[config.mk]
export PLATFORM = sky130hd
export DESIGN_NAME = pc_fetch_stage
export DESIGN_NICKNAME = d
export VERILOG_FILES = /design/src/rtl/fetch_pkg.sv /design/src/rtl/sat_counter.sv /design/src/rtl/pc_fetch_stage.sv
export SDC_FILE = /design/constraint.sdc
export NUM_CORES = 1
export LEC_CHECK = 0
export BUFFER_PORTS_ARGS = -buffer_cell sky130_fd_sc_hd__buf_2
export CAP_MARGIN = 15
export CORE_MARGIN = 10
export CORE_UTILIZATION = 35
export CTS_BUF_LIST = sky130_fd_sc_hd__clkbuf_4 sky130_fd_sc_hd__clkbuf_8
export DETAILED_ROUTE_END_ITERATION = 12
export PLACE_DENSITY = 0.67
export SETUP_SLACK_MARGIN = 0.02
export SLEW_MARGIN = 20
export SYNTH_ARGS = -nofsm -noshare
export SYNTH_HDL_FRONTEND = slang
export SYNTH_SLANG_ARGS = --single-unit
[constraint.sdc]
create_clock -name clk -period 4.2 [get_ports clk]
set_input_delay 0.84 -clock clk [delete_from_list [all_inputs] [get_ports clk]]
set_output_delay 0.84 -clock clk [all_outputs]
set_load 0.03 [all_outputs]
[src/rtl/fetch_pkg.sv]
// Shared types and defaults for the instruction-fetch stage.
// Imported by pc_fetch_stage and sat_counter.
package fetch_pkg;

    typedef enum logic [1:0] {
        BOOT   = 2'd0,
        RUN    = 2'd1,
        HALTED = 2'd2
    } fetch_state_t;

    localparam logic [31:0] DEF_RESET_PC = 32'h0000_0000;
    localparam logic [31:0] DEF_PC_STEP  = 32'd1;
    localparam int          DEF_CNT_W    = 16;

endpackage

[src/rtl/sat_counter.sv]
// Saturating up-counter with synchronous clear.
// Sticks at all-ones instead of wrapping.
module sat_counter
    import fetch_pkg::*;
#(
    parameter int W = DEF_CNT_W
) (
    input  logic         clk,
    input  logic         clr_i,
    input  logic         inc_i,
    output logic [W-1:0] cnt_o
);

    logic [W-1:0] cnt_q;
    logic [W-1:0] cnt_d;

    always_comb begin
        cnt_d = cnt_q;
        if (inc_i && (cnt_q != {W{1'b1}}))
            cnt_d = cnt_q + 1'b1;
    end

    always_ff @(posedge clk) begin
        if (clr_i)
            cnt_q <= '0;
        else
            cnt_q <= cnt_d;
    end

    assign cnt_o = cnt_q;

endmodule

[src/rtl/pc_fetch_stage.sv]
// Instruction-fetch stage: PC register, IF/ID register, BOOT/RUN/HALTED FSM
// and saturating fetch/redirect statistics.
module pc_fetch_stage
    import fetch_pkg::*;
#(
    parameter logic [31:0] RESET_PC = DEF_RESET_PC,
    parameter logic [31:0] PC_STEP  = DEF_PC_STEP,
    parameter int          CNT_W    = DEF_CNT_W
) (
    input  logic             clk,
    input  logic             rst,
    input  logic             stall,
    input  logic             redirect,
    input  logic [31:0]      redirect_target,
    input  logic             halt_req,
    output logic [31:0]      imem_addr,
    input  logic [31:0]      imem_rdata,
    output logic [31:0]      ifid_pc,
    output logic [31:0]      ifid_instr,
    output logic             ifid_valid,
    output logic             halted,
    output logic [CNT_W-1:0] fetch_cnt,
    output logic [CNT_W-1:0] redirect_cnt
);

    fetch_state_t state_q;
    logic [31:0]  pc_q;
    logic [31:0]  pc_d;
    logic [31:0]  ifid_pc_q;
    logic [31:0]  ifid_instr_q;
    logic         ifid_valid_q;
    logic         halted_q;

    logic run;
    logic take_halt;
    logic take_redir;
    logic take_fetch;

    // Halt outranks redirect, which outranks stall.
    assign run        = (state_q == RUN);
    assign take_halt  = run & halt_req;
    assign take_redir = run & ~halt_req & redirect;
    assign take_fetch = run & ~halt_req & ~redirect & ~stall;

    always_comb begin
        pc_d = pc_q;
        unique case (1'b1)
            take_redir: pc_d = redirect_target;
            take_fetch: pc_d = pc_q + PC_STEP;
            default:    pc_d = pc_q;
        endcase
    end

    always_ff @(posedge clk) begin
        if (rst) begin
            state_q      <= BOOT;
            pc_q         <= RESET_PC;
            ifid_pc_q    <= '0;
            ifid_instr_q <= '0;
            ifid_valid_q <= 1'b0;
            halted_q     <= 1'b0;
        end else begin
            pc_q <= pc_d;
            case (state_q)
                BOOT: state_q <= RUN;
                RUN: begin
                    if (take_halt) begin
                        state_q      <= HALTED;
                        halted_q     <= 1'b1;
                        ifid_valid_q <= 1'b0;
                    end else if (take_redir) begin
                        ifid_valid_q <= 1'b0;
                    end else if (take_fetch) begin
                        ifid_pc_q    <= pc_q;
                        ifid_instr_q <= imem_rdata;
                        ifid_valid_q <= 1'b1;
                    end
                end
                HALTED: ifid_valid_q <= 1'b0;
                default: state_q <= BOOT;
            endcase
        end
    end

    sat_counter #(.W(CNT_W)) u_fetch_cnt (
        .clk   (clk),
        .clr_i (rst),
        .inc_i (take_fetch),
        .cnt_o (fetch_cnt)
    );

    sat_counter #(.W(CNT_W)) u_redir_cnt (
        .clk   (clk),
        .clr_i (rst),
        .inc_i (take_redir),
        .cnt_o (redirect_cnt)
    );

    assign imem_addr  = pc_q;
    assign ifid_pc    = ifid_pc_q;
    assign ifid_instr = ifid_instr_q;
    assign ifid_valid = ifid_valid_q;
    assign halted     = halted_q;

endmodule
## Yosys cells after proc, flatten, opt, wreduce, memory -nomap -nowiden

Index checks and enable logic that the tools add are counted.
W data, S select, Z words.

| word-level totals | value |
|---|---|
| bits in registers | 132 |
| bits of input ports | 69 |
| output and inout port bits | 130 |
| logic and storage cells | 44 |

| cells by class | value |
|---|---|
| add/sub/neg operators | 3 |
| eq/ne operators | 6 |
| multiplexer cells | 7 |
| bitwise operators | 11 |
| reductions and logical operators | 9 |

Operators by type and width:

| cell | number |
|---|---|
| $pmux W32 S2 | 1 |
| $add A16 B1 Y16 const B | 2 |
| $add A32 B1 Y32 const B | 1 |
| $ne A16 B16 Y1 const B | 2 |
| $not A1 Y1 | 6 |
| $pmux W2 S3 | 1 |
| $reduce_and A2 Y1 | 3 |
| $and A1 B1 Y1 | 5 |
| $ne A4 B1 Y1 const B | 1 |
| $reduce_and A4 Y1 | 1 |
| $reduce_bool A2 Y1 | 2 |
| $mux W1 | 3 |
| $eq A2 B1 Y1 const B | 1 |
| $eq A2 B2 Y1 const B | 1 |
| $logic_and A1 B1 Y1 | 2 |
| $logic_not A2 Y1 | 1 |
| $mux W2 | 1 |
| $ne A2 B1 Y1 const B | 1 |
| $pmux W1 S2 | 1 |

## Logic depth before layout (Yosys ltp)

Gate-level depths: netlist of run 1.

| depth | value |
|---|---|
| word-level depth | 8 |
| depth in mapped cells | 9 |
| mapped depth without buffers | 7 |

## Cells and area by module

A second synthesis of run 1 with hierarchy kept.

| second synthesis, totals | value |
|---|---|
| cell total of the unflattened synthesis | 761 |
| area, all modules | 6032.0 um^2 |

By module, submodules not included:

| module | times used | cells an instance | area an instance (um^2) | sequential area each (um^2) |
|---|---|---|---|---|
| pc_fetch_stage | 1 | 563 | 4335.4 | 2001.9 |
| sat_counter | 2 | 99 | 848.3 | 320.3 |

## Worst setup path before layout of run 1

OpenSTA, ideal clock, no wires.

| timing | value |
|---|---|
| path type | input port to flip-flop |
| start point | in redirect |
| end point | reg pc_q[17], in the netlist imem_addr[17] |
| setup time | 59 ps |
| arrival time | 2275 ps |
| data required time | 4141 ps |
| path slack | 1866 ps |
| stages | 7 |
| buffers on the path | 2 |
| path through | buf_2 or4b_1 buf_2 nor3b_1 nand4_1 a311o_1 nand2_1 |

| on the way | value |
|---|---|
| word-level cells in the longest chain between the ends | 4 |
| elaborated cells on any way between the ends | 6 |
| those cells by class | mux (1); bitwise (4); reduce/logical (1) |

RTL lines:

| item | line | RTL |
|---|---|---|
| start: declaration | pc_fetch_stage.sv:13 | `input logic redirect,` |
| $not A1 Y1 | pc_fetch_stage.sv:43 | `assign take_fetch = run & ~halt_req & ~redirect & ~stall;` |
| $and A1 B1 Y1 (2 in a row) | pc_fetch_stage.sv:43 |  |
| $pmux W32 S2 or $reduce_bool A2 Y1 (tied branches) | - |  |
| end signal: assignment | pc_fetch_stage.sv:63 | `pc_q <= pc_d;` |
| end: declaration | pc_fetch_stage.sv:27 | `logic [31:0] pc_q;` |

Several ways; a longest one is shown, not always the timed one.
A chain may end at the register's enable or synchronous reset.

## Worst setup path after layout of run 1

| timing | value |
|---|---|
| start point | reg state_q[1] |
| end point | reg pc_q[17], in the netlist imem_addr[17] |

| on the way | value |
|---|---|
| word-level cells in the longest chain between the ends | 5 |
| elaborated cells on any way between the ends | 7 |
| those cells by class | eq/ne (1); mux (1); bitwise (4); reduce/logical (1) |

RTL lines:

| item | line | RTL |
|---|---|---|
| start: declaration | pc_fetch_stage.sv:26 | `fetch_state_t state_q;` |
| start signal: assignment | pc_fetch_stage.sv:56 | `state_q <= BOOT;` |
| start signal: assignment | pc_fetch_stage.sv:65 | `BOOT: state_q <= RUN;` |
| start signal: assignment | pc_fetch_stage.sv:68 | `state_q <= HALTED;` |
| $eq A2 B1 Y1 (*) | pc_fetch_stage.sv:40 | `assign run = (state_q == RUN);` |
| $and A1 B1 Y1 (*) | pc_fetch_stage.sv:42, pc_fetch_stage.sv:43 |  |
| $and A1 B1 Y1 (2 in a row) | pc_fetch_stage.sv:43 |  |
| $pmux W32 S2 or $reduce_bool A2 Y1 (tied branches) | - |  |

Mark *: on every way between the ends. The rest lies on a longest branch, timed or not.

==> flow_metrics.env, run 1 <==
export IMPL_worstSetupPathType="reg -> reg"
export IMPL_tightestPinTransition_ps=1022
export IMPL_ctsHtreeMaxLevel=4
export IMPL_setup_viol=0
export IMPL_synth_async_reset_ratio=0
export IMPL_drive_gt1_frac=0.2683
export IMPL_cp_data_required_time_ps=4580
export IMPL_grt_usage=0.1612
export IMPL_worstSetupEndpoint="imem_addr[17]"
export IMPL_cap_violations=0
export IMPL_postSynth_topFlopCell="sky130_fd_sc_hd__dfxtp_1"
export IMPL_cp_buffers_inverters=1
export IMPL_initial_drt_markers=295
export IMPL_r2r_setup_slack_ps=1630
export IMPL_final_setup_tns_ps=0
export IMPL_mappedNetlistNets=818
export IMPL_ys_ff_latch=132
export IMPL_clock_insertion_delay_at_the_later_pin_of_the_skew_report_ps=430
export IMPL_timing_hold_ws_ps=450.5
export IMPL_cts_root_buf="sky130_fd_sc_hd__clkbuf_8"
export IMPL_synth_commonest_cells="162 x sky130_fd_sc_hd__nand2_1, 132 x sky130_fd_sc_hd__dfxtp_1, 85 x sky130_fd_sc_hd__a21oi_1"
export IMPL_tritoncts_num_sinks=132
export IMPL_timing_final_hold_violations=0
export IMPL_start_util=0.3577
export IMPL_critical_path_s_slowest_cell="sky130_fd_sc_hd__or4b_4"
export IMPL_areaGrowthSynthToFinish_pct=25.63
export IMPL_synthDistinctLibCells=53
export IMPL_slew_headroom=0.3185
export IMPL_rows=47
export IMPL_timing_hold_worst_class="reg -> reg"
export IMPL_p_leak_nw=3.048
export IMPL_first_pass_iters=5
export IMPL_cpPeakStageDelay_ps=870
export IMPL_final_period_minus_worst_setup_slack_ps=2572
export IMPL_cts_buffers=17
export IMPL_worst_path_max_fanout=88
export IMPL_worst_setup_path_start_kind="register"
export IMPL_fillCellCount=1750
export IMPL_worst_r2r_startpoint="state_q[1]"
export IMPL_timing_critical_path_max_delay_family="simple AND/OR/NAND/NOR gates"
export IMPL_detailroute_via_count=5893
export IMPL_yosysWarningCount=0
export IMPL_cts_setup_buffers=0
export IMPL_die_w_um=150.2
export IMPL_routed_wire_length_per_instance_um=16.14
export IMPL_port_buffer_count=198
export IMPL_number_of_logic_stages_on_the_critical_path_including_buffering=7
export IMPL_fin_util=0.4494
export IMPL_detailed_place_hpwl_um=13410
export IMPL_dieArea_um2=22560
export IMPL_grt_start_max_net_pins=89
export IMPL_drc=0
export IMPL_yosys_cell_count_top_type="sky130_fd_sc_hd__nand2_1"
export IMPL_final_nets=993
export IMPL_dieHeight_um=150.2
export IMPL_reg2reg_to="imem_addr[17]"
export IMPL_pin_count=199
export IMPL_endpoint_kind="register"
export IMPL_tritoncts="yes"
export IMPL_route_antenna_remaining_nets=0
export IMPL_grt_pass1_vias=5556
export IMPL_total_congestion_overflow_after_global_routing=0
export IMPL_report_power_total_mw=3.086
export IMPL_cts_max_path_buffers=2
export IMPL_place_area_um2=7086
export IMPL_min_period_over_period=0.6123
export IMPL_achievable_frequency_ghz=0.3889
export IMPL_netlist_top_cell_by_area="sky130_fd_sc_hd__dfxtp_1"
export IMPL_vdd_ir_drop_max_uv=189.4
export IMPL_synth_area_um2=5932
export IMPL_cts_reportedPaths_clkPinSlew_ps=70
export IMPL_core_area_um2=16580
export IMPL_power_per_cell_area_nw_per_um2=414.1
export IMPL_post_cts_resized_instances=0
export IMPL_grt_pass1_wl_um=29390
export IMPL_synth_edff_count=0
export IMPL_grt_setup_unrepaired="no"
export IMPL_top_post_synthesis_cells_by_area="sky130_fd_sc_hd__dfxtp_1 45%, sky130_fd_sc_hd__nand2_1 10%, sky130_fd_sc_hd__a21oi_1 7.2%"
export IMPL_area_of_all_placed_cells_without_fillers_um2=7452
export IMPL_gp_congestion=0.8044
export IMPL_post_cts_hold_buffer_count=0
export IMPL_syn_avg_cell_area_um2=7.995
export IMPL_crit_chain="inv_1 > ha_1 > or4b_4 > nor3b_1 > nand4_1 > a311o_1 > nand2_1"
export IMPL_synth_top_area_frac=0.4455
export IMPL_register_area_share_after_synthesis=0.4455
export IMPL_drt_wl_total_um=18550
export IMPL_cp_arrival_ps=2950
export IMPL_startpoint="state_q[1]"
export IMPL_initial_antenna_violation_count=1
export IMPL_finalMaxSlewViolations=0
export IMPL_fin_skew_ps=8.976
export IMPL_vias_per_cell=5.129
export IMPL_r2r_worst_path_cells=7
export IMPL_run_status="completed"
export IMPL_postSynthCellCount=742
placed cells by master, fill, tap and decap left out, drive strengths merged, types with 4 or more instances in the layout:
cell,synthesis,final
a211oi,15,15
a21oi,85,85
a22oi,8,8
a31oi,6,6
and3,5,5
and4,7,7
buf,13,205
clkbuf,36,26
dfxtp,132,132
ha,7,7
inv,10,10
nand2,162,162
nand2b,4,4
nand3,28,28
nand4,22,22
nand4b,5,5
nor2,56,56
nor3,19,19
nor4,7,7
o21ai,21,21
o22ai,14,14
o32ai,4,4
or3,5,5
xnor2,10,10
xor2,28,28
cell families (layout without fill, tap and decap cells):
logic type	after synthesis	count (layout)	share of synthesized area
and+or+nand+nor	334	334	0.2670
AOI/OAI and AO/OA	169	169	0.1715
DFF	132	132	0.4455
buffers and inverters	59	245	0.04008
xor gates and xnor gates	38	38	0.05611
adders and majority gates	7	7	0.01476
muxes	3	3	0.005062
other	0	1	0
final cells by class:
cell class / count / area (µm²) / share of cell area
multi-input combinational: 551 / 3080 / 0.4134
sequential: 132 / 2643 / 0.3546
timing repair buffer: 205 / 1059 / 0.1420
clock buffer: 26 / 332.8 / 0.04466
tap: 220 / 275.3 / 0.03694
inverter: 10 / 37.54 / 0.005037
clock inverter: 4 / 22.52 / 0.003022
antenna: 1 / 2.502 / 0.0003358
power by group:
group | internal, mW | leakage, nW | switching [mW]
clock | 0.504 | 0.188 | 0.467
sequential | 1.34 | 1.07 | 0.117
combinational | 0.225 | 1.79 | 0.437
total | 2.06 | 3.05 | 1.02
worst min path at each step:
| stage | start | cells past startpoint | to | slack (ps) |
|---|---|---|---|---|
| 6_report | ifid_instr[31] | 2 | ifid_instr[31] | 450 |
| 5_1_grt | ifid_instr[30] | 2 | ifid_instr[30] | 470 |
| 4_1_cts | ifid_instr[15] | 2 | ifid_instr[15] | 450 |
| 3_5_place_dp | ifid_instr[14] | 2 | ifid_instr[14] | 440 |
| 3_3_place_gp | ifid_pc[14] | 2 | ifid_pc[14] | 440 |
| 2_1_floorplan | state_q[1] | 2 | state_q[1] | 470 |
state kept, by name (all words and copies together) (netlist names):
name	count
ifid_instr	32
ifid_pc	32
imem_addr	32
u_fetch_cnt.cnt_o	16
u_redir_cnt.cnt_o	16
state_q	2
halted	1
ifid_valid	1
metal layers:
layer	up-vias	routed length [µm]	track usage
li1	2954	-	-
met2	201	8880	0.2624
met4	2	294	0.05248
met3	22	1382	0.05012
met1	2714	7979	0.1986
met5	-	13	0
worst reg2reg max path, cell delays in order, from the launching register on:
cell,delay [ps]
sky130_fd_sc_hd__dfxtp_1,330
sky130_fd_sc_hd__inv_1,110
sky130_fd_sc_hd__ha_1,290
sky130_fd_sc_hd__or4b_4,870
sky130_fd_sc_hd__nor3b_1,400
sky130_fd_sc_hd__nand4_1,120
sky130_fd_sc_hd__a311o_1,350
sky130_fd_sc_hd__nand2_1,60
metrics by stage:
stage / setup WS, ps / instances
final: 1628 / 1149
after global routing: 1397 / 1148
after CTS: 1619 / 1148
after detailed placement: 1244 / 1118
after global placement: 1266 / 1118
after floorplan: 1866 / 742
Power figures use the tool's default switching activity.
==> run 2, diff against run 1 <==
--- a/config.mk
+++ b/config.mk
@@ -5,13 +5,14 @@
 export SDC_FILE = /design/constraint.sdc
 export NUM_CORES = 1
 export LEC_CHECK = 0
+export ABC_AREA = 1
 export BUFFER_PORTS_ARGS = -buffer_cell sky130_fd_sc_hd__buf_2
 export CAP_MARGIN = 15
 export CORE_MARGIN = 10
 export CORE_UTILIZATION = 35
 export CTS_BUF_LIST = sky130_fd_sc_hd__clkbuf_4 sky130_fd_sc_hd__clkbuf_8
 export DETAILED_ROUTE_END_ITERATION = 12
-export PLACE_DENSITY = 0.67
+export PLACE_DENSITY = 0.68
 export SETUP_SLACK_MARGIN = 0.02
 export SLEW_MARGIN = 20
 export SYNTH_ARGS = -nofsm -noshare
==> constraint.sdc (replaced) <==
create_clock -name clk -period 2.2 [get_ports clk]
set_input_delay 0.44 -clock clk [delete_from_list [all_inputs] [get_ports clk]]
set_output_delay 0.44 -clock clk [all_outputs]
set_load 0.03 [all_outputs]
==> flow_metrics.env, run 2 <==
export IMPL_most_common_layout_cells="272 x sky130_fd_sc_hd__nand2_1, 238 x sky130_fd_sc_hd__nor2_1, 198 x sky130_fd_sc_hd__buf_2"
export IMPL_worst_setup_path_start_kind="register"
export IMPL_dieHeight_um=158.9
export IMPL_fin_skew_ps=9.780
export IMPL_area_sequential_um2=2643
export IMPL_multiInputGateArea_um2=3601
export IMPL_tightestPinTransition_ps=612.0
export IMPL_core_area_um2=18830
export IMPL_yosys_cell_count_top_type="sky130_fd_sc_hd__nand2_1"
export IMPL_grt_start_max_net_pins=87
export IMPL_top_post_synthesis_cells_by_area="sky130_fd_sc_hd__dfxtp_1 39%, sky130_fd_sc_hd__nand2_1 15%, sky130_fd_sc_hd__nor2_1 13%"
export IMPL_areaGrowthSynthToFinish_pct=25.57
export IMPL_cts_reportedPaths_clkPinSlew_ps=80
export IMPL_final_period_minus_worst_setup_slack_ps=1907
export IMPL_grt_setup_unrepaired="no"
export IMPL_rows=50
export IMPL_start_util=0.3586
export IMPL_drc=0
export IMPL_detailroute_via_count=7106
export IMPL_synth_top_area_frac=0.3913
export IMPL_pin_count=199
export IMPL_run_status="completed"
export IMPL_grt_pass1_vias=6618
export IMPL_mappedNetlistNets=1121
export IMPL_synth_commonest_cells="272 x sky130_fd_sc_hd__nand2_1, 238 x sky130_fd_sc_hd__nor2_1, 132 x sky130_fd_sc_hd__dfxtp_1"
export IMPL_worst_slack_ps=292.8
export IMPL_yosysWarningCount=0
export IMPL_cap_violations=0
export IMPL_cts_setup_buffers=0
export IMPL_gp_congestion=0.8745
export IMPL_synth_async_reset_ratio=0
export IMPL_ys_ff_latch=132
export IMPL_cp_data_required_time_ps=2580
export IMPL_fillCellCount=2012
export IMPL_postSynth_topFlopCell="sky130_fd_sc_hd__dfxtp_1"
export IMPL_fin_util=0.4503
export IMPL_setup_viol=0
export IMPL_layout_commonest_cell="sky130_fd_sc_hd__nand2_1"
export IMPL_drive_gt1_frac=0.2274
export IMPL_synth_edff_count=0
export IMPL_postSynthCellCount=1045
export IMPL_cp_arrival_ps=2280
export IMPL_detailed_place_hpwl_um=16070
export IMPL_tritoncts_num_sinks=132
export IMPL_synth_area_um2=6753
export IMPL_grt_usage=0.1651
export IMPL_synthDistinctLibCells=34
export IMPL_total_congestion_overflow_after_global_routing=0
export IMPL_initial_antenna_violation_count=5
export IMPL_cts_buffers=17
export IMPL_power_per_cell_area_nw_per_um2=806.6
export IMPL_worst_path_max_fanout=25
export IMPL_initial_drt_markers=417
export IMPL_vdd_ir_drop_max_uv=379.6
export IMPL_route_antenna_remaining_nets=0
export IMPL_tritoncts="yes"
export IMPL_grt_pass1_wl_um=34430
export IMPL_first_pass_iters=5
export IMPL_drt_wl_total_um=21690
export IMPL_timing_hold_worst_class="in -> reg"
export IMPL_worstSetupPathType="reg -> reg"
export IMPL_slew_headroom=0.5920
export IMPL_cts_max_path_buffers=2
export IMPL_register_area_share_after_synthesis=0.3913
export IMPL_achievable_frequency_ghz=0.5243
export IMPL_dpl_worst_slack_ps=227.1
export IMPL_finalMaxSlewViolations=0
export IMPL_ctsHtreeMaxLevel=4
export IMPL_final_setup_tns_ps=0
export IMPL_dieArea_um2=25250
export IMPL_p_leak_nw=3.764
export IMPL_routed_wire_length_per_instance_um=14.36
export IMPL_endpoint_kind="register"
export IMPL_min_period_over_period=0.8669
export IMPL_clock_insertion_delay_at_the_later_pin_of_the_skew_report_ps=440
export IMPL_cts_root_buf="sky130_fd_sc_hd__clkbuf_8"
export IMPL_netlist_top_cell_by_area="sky130_fd_sc_hd__dfxtp_1"
export IMPL_vias_per_cell=4.706
export IMPL_port_buffer_count=198
export IMPL_timing_final_hold_violations=0
export IMPL_syn_avg_cell_area_um2=6.462
export IMPL_final_nets=1312
export IMPL_die_w_um=158.9
run 2: changes by cell type in the layout (fill, tap and decap cells not counted), moves of 13 or more:
cell,change
sky130_fd_sc_hd__a211oi_1,-13
sky130_fd_sc_hd__nand3_1,+26
sky130_fd_sc_hd__nand2_1,+110
sky130_fd_sc_hd__o22ai_1,-14
sky130_fd_sc_hd__o21ai_0,+78
sky130_fd_sc_hd__inv_1,+66
sky130_fd_sc_hd__nor2_1,+182
sky130_fd_sc_hd__nor3_1,-16
sky130_fd_sc_hd__xor2_1,-18
sky130_fd_sc_hd__a21oi_1,-43
run 2: worst paths after layout:
check                                     from               endpoint  slack [ps]  depth (start not counted)
worst max-delay path                state_q[1]  u_fetch_cnt.cnt_o[10]         290                          9
worst min-delay path            imem_rdata[24]         ifid_instr[24]         250                          3
worst max register to register      state_q[1]  u_fetch_cnt.cnt_o[10]         290                          9
worst min register to register     ifid_pc[17]            ifid_pc[17]         460                          2
run 2: layout make-up:
cell class,count,area share
Antenna cell,1,0.0002951
Clock buffer,23,0.03364
Clock inverter,9,0.01800
Inverter,80,0.03556
Multi-Input combinational cell,790,0.4247
Sequential cell,132,0.3116
Tap cell,260,0.03837
Timing Repair Buffer,215,0.1378
run 2: metrics by stage:
stage	hold WS [ps]	power, mW	area, µm²	instances
after floorplan	495.8	4.048	6753	1045
after global placement	440.7	4.610	8038	1477
after detailed placement	450.6	4.634	8038	1477
after CTS	212.8	6.923	8476	1509
after global routing	228.5	7.233	8477	1509
final	248.5	6.840	8479	1510
run 2: cell families (layout without fill, tap and decap cells):
group / Yosys count / after routing / share of synthesized area
compound gates: 167 / 167 / 0.1360
buf+inv: 123 / 327 / 0.07652
flops: 132 / 132 / 0.3913
simple gates: 600 / 600 / 0.3624
other cells: 0 / 1 / 0
fa+ha+maj: 7 / 7 / 0.01297
xor+xnor: 16 / 16 / 0.02075
run 2: where the power goes:
group          switching (mW)  leakage, nW  internal [mW]
logic                    1.17         2.48          0.521
clock network           0.948        0.217           1.32
registers               0.246         1.07           2.63
run 2: critical path: stages, from the launching register on:
cell and delay (ps):
sky130_fd_sc_hd__dfxtp_1 340, sky130_fd_sc_hd__inv_1 80, sky130_fd_sc_hd__ha_1 200, sky130_fd_sc_hd__inv_1 90, sky130_fd_sc_hd__nor2_4 60, sky130_fd_sc_hd__nand3_4 70, sky130_fd_sc_hd__clkinv_2 340, sky130_fd_sc_hd__o21ai_4 350
sky130_fd_sc_hd__nand2_1 150, sky130_fd_sc_hd__a21oi_2 160
run 2: what timing repair did:
item	4_1_cts	5_1_grt
endpoints found under the setup margin	0	2
resized for setup	0	1
hold buffers	0	0
run 2: routing by layer:
metal	vias up	track usage	routed length (µm)
li1	3714	-	-
met1	3166	0.2003	9842
met2	186	0.2685	9935
met3	32	0.05551	1471
met4	8	0.05434	376
met5	-	0	59
==> run 3, diff against run 2 <==
--- a/config.mk
+++ b/config.mk
@@ -9,10 +9,11 @@
 export BUFFER_PORTS_ARGS = -buffer_cell sky130_fd_sc_hd__buf_2
 export CAP_MARGIN = 15
 export CORE_MARGIN = 10
-export CORE_UTILIZATION = 35
+export CORE_UTILIZATION = 49
 export CTS_BUF_LIST = sky130_fd_sc_hd__clkbuf_4 sky130_fd_sc_hd__clkbuf_8
+export CTS_CLUSTER_DIAMETER = 30
 export DETAILED_ROUTE_END_ITERATION = 12
-export PLACE_DENSITY = 0.68
+export PLACE_DENSITY = 0.87
 export SETUP_SLACK_MARGIN = 0.02
 export SLEW_MARGIN = 20
 export SYNTH_ARGS = -nofsm -noshare
==> flow_metrics.env, run 3 (synthesis results as in run 2) <==
export IMPL_total_congestion_overflow_after_global_routing=0
export IMPL_cp_arrival_ps=2300
export IMPL_clock_insertion_delay_at_the_later_pin_of_the_skew_report_ps=450
export IMPL_detailroute_via_count=7162
export IMPL_initial_antenna_violation_count=2
export IMPL_areaGrowthSynthToFinish_pct=23.38
export IMPL_tritoncts="yes"
export IMPL_grt_usage=0.2089
export IMPL_cpPeakStageDelay_ps=430
export IMPL_report_power_total_mw=6.691
export IMPL_finalMaxSlewViolations=0
export IMPL_gp_congestion=0.9077
export IMPL_min_period_over_period=0.8910
export IMPL_tightestPinTransition_ps=611.7
export IMPL_power_per_cell_area_nw_per_um2=803.1
export IMPL_final_setup_tns_ps=0
export IMPL_detailed_place_hpwl_um=15210
export IMPL_vias_per_cell=5.037
export IMPL_layout_commonest_cell="sky130_fd_sc_hd__nand2_1"
export IMPL_final_nets=1309
export IMPL_cap_violations=0
export IMPL_vdd_ir_drop_max_uv=321.2
export IMPL_cp_data_required_time_ps=2540
export IMPL_dieHeight_um=137.4
export IMPL_setup_viol=0
export IMPL_achievable_frequency_ghz=0.5102
export IMPL_final_period_minus_worst_setup_slack_ps=1960
export IMPL_ctsHtreeMaxLevel=4
export IMPL_timing_critical_path_max_delay_family="simple AND/OR/NAND/NOR gates"
export IMPL_endpoint_kind="register"
export IMPL_p_leak_nw=3.730
export IMPL_met2_routed_wl_um=9838
export IMPL_area_of_all_placed_cells_without_fillers_um2=8332
export IMPL_pin_count=199
export IMPL_drt_wl_total_um=20390
export IMPL_dieArea_um2=18880
export IMPL_cts_buffers=17
export IMPL_grt_start_max_net_pins=75
export IMPL_crit_chain="ha_1 > nand2_1 > nor2_2 > nand2_1 > nor2_2 > nand2_1 > nand2_1 > nand2_1 > nor2_1 > nor2_1"
export IMPL_route_antenna_remaining_nets=0
export IMPL_grt_setup_unrepaired="no"
export IMPL_timing_final_hold_violations=0
export IMPL_die_w_um=137.4
export IMPL_initial_drt_markers=508
export IMPL_critical_path_s_slowest_cell="sky130_fd_sc_hd__dfxtp_1"
export IMPL_place_area_um2=7910
export IMPL_wl_met1_um=8483
export IMPL_routed_wire_length_per_instance_um=14.34
export IMPL_rows=42
export IMPL_worst_setup_path_start_kind="register"
export IMPL_slew_headroom=0.5922
export IMPL_cts_root_buf="sky130_fd_sc_hd__clkbuf_8"
export IMPL_cts_reportedPaths_clkPinSlew_ps=80
export IMPL_grt_pass1_wl_um=32010
export IMPL_first_pass_iters=5
export IMPL_cts_max_path_buffers=2
export IMPL_drc=0
export IMPL_cp_buffers_inverters=0
export IMPL_start_util=0.5059
export IMPL_core_area_um2=13350
export IMPL_port_buffer_count=198
export IMPL_top_layer="met5"
export IMPL_grt_pass1_vias=6449
export IMPL_worstSetupPathType="reg -> reg"
export IMPL_fin_skew_ps=11.51
export IMPL_tritoncts_num_sinks=132
export IMPL_detailroute_wirelength_met3_um=1686
export IMPL_crit_top_cell="sky130_fd_sc_hd__nand2_1"
export IMPL_timing_hold_worst_class="in -> reg"
export IMPL_most_common_layout_cells="272 x sky130_fd_sc_hd__nand2_1, 237 x sky130_fd_sc_hd__nor2_1, 198 x sky130_fd_sc_hd__buf_2"
export IMPL_worst_path_max_fanout=7
export IMPL_run_status="completed"
export IMPL_drive_gt1_frac=0.2257
run 3: worst paths after layout:
| kind | end | cells past startpoint | slack, ps | startpoint |
|---|---|---|---|---|
| worst max-delay path | imem_addr[30] | 10 | 240 | imem_addr[1] |
| worst min-delay path | ifid_instr[19] | 3 | 240 | imem_rdata[19] |
| worst max register to register | imem_addr[30] | 10 | 240 | imem_addr[1] |
| worst min register to register | ifid_pc[15] | 2 | 470 | ifid_pc[15] |
run 3: final cells by class:
type                    instances  area, µm²
clock inverters                12      156.4
diodes                          1      2.502
multi-input cells             790       3608
flip-flops and latches        132       2643
inverters                      80      300.3
clock buffers                  19      255.2
repair buffers                212       1146
well taps                     176      220.2
fillers                      1279       5016
run 3: what timing repair did:
| action | CTS | global route |
|---|---|---|
| hold buffers | 0 | 0 |
| setup buffers | 0 | 0 |
| resized for setup | 0 | 3 |
| endpoints found under the setup margin | 0 | 4 |
run 3: stage by stage:
step / setup slack [ps] / std cells / utilization / hold WS (ps)
2_1_floorplan: 389.4 / 1045 / - / 495.8
3_3_place_gp: 222.0 / 1390 / 0.5926 / 451.5
3_5_place_dp: 204.7 / 1390 / 0.5926 / 455.7
4_1_cts: 194.2 / 1421 / 0.6235 / 219.0
5_1_grt: 72.48 / 1421 / 0.6240 / 221.2
6_report: 239.8 / 1422 / 0.6242 / 237.7
run 3: worst reg2reg max path, stage by stage, from the launching register on:
cell and delay, ps:
sky130_fd_sc_hd__dfxtp_1 430, sky130_fd_sc_hd__ha_1 220, sky130_fd_sc_hd__nand2_1 80, sky130_fd_sc_hd__nor2_2 290, sky130_fd_sc_hd__nand2_1 160, sky130_fd_sc_hd__nor2_2 340, sky130_fd_sc_hd__nand2_1 90, sky130_fd_sc_hd__nand2_1 70
sky130_fd_sc_hd__nand2_1 40, sky130_fd_sc_hd__nor2_1 90, sky130_fd_sc_hd__nor2_1 40
run 3: report_power, final:
part	internal, mW	switching (mW)
Combinational	0.516	1.16
Clock	1.16	0.981
Sequential	2.63	0.249
Total	4.30	2.39
run 3: layer usage:
layer	vias to the layer above	track usage
met5	-	0
met4	2	0.07436
met2	231	0.3451
li1	3702	-
met1	3193	0.2548
met3	34	0.05717
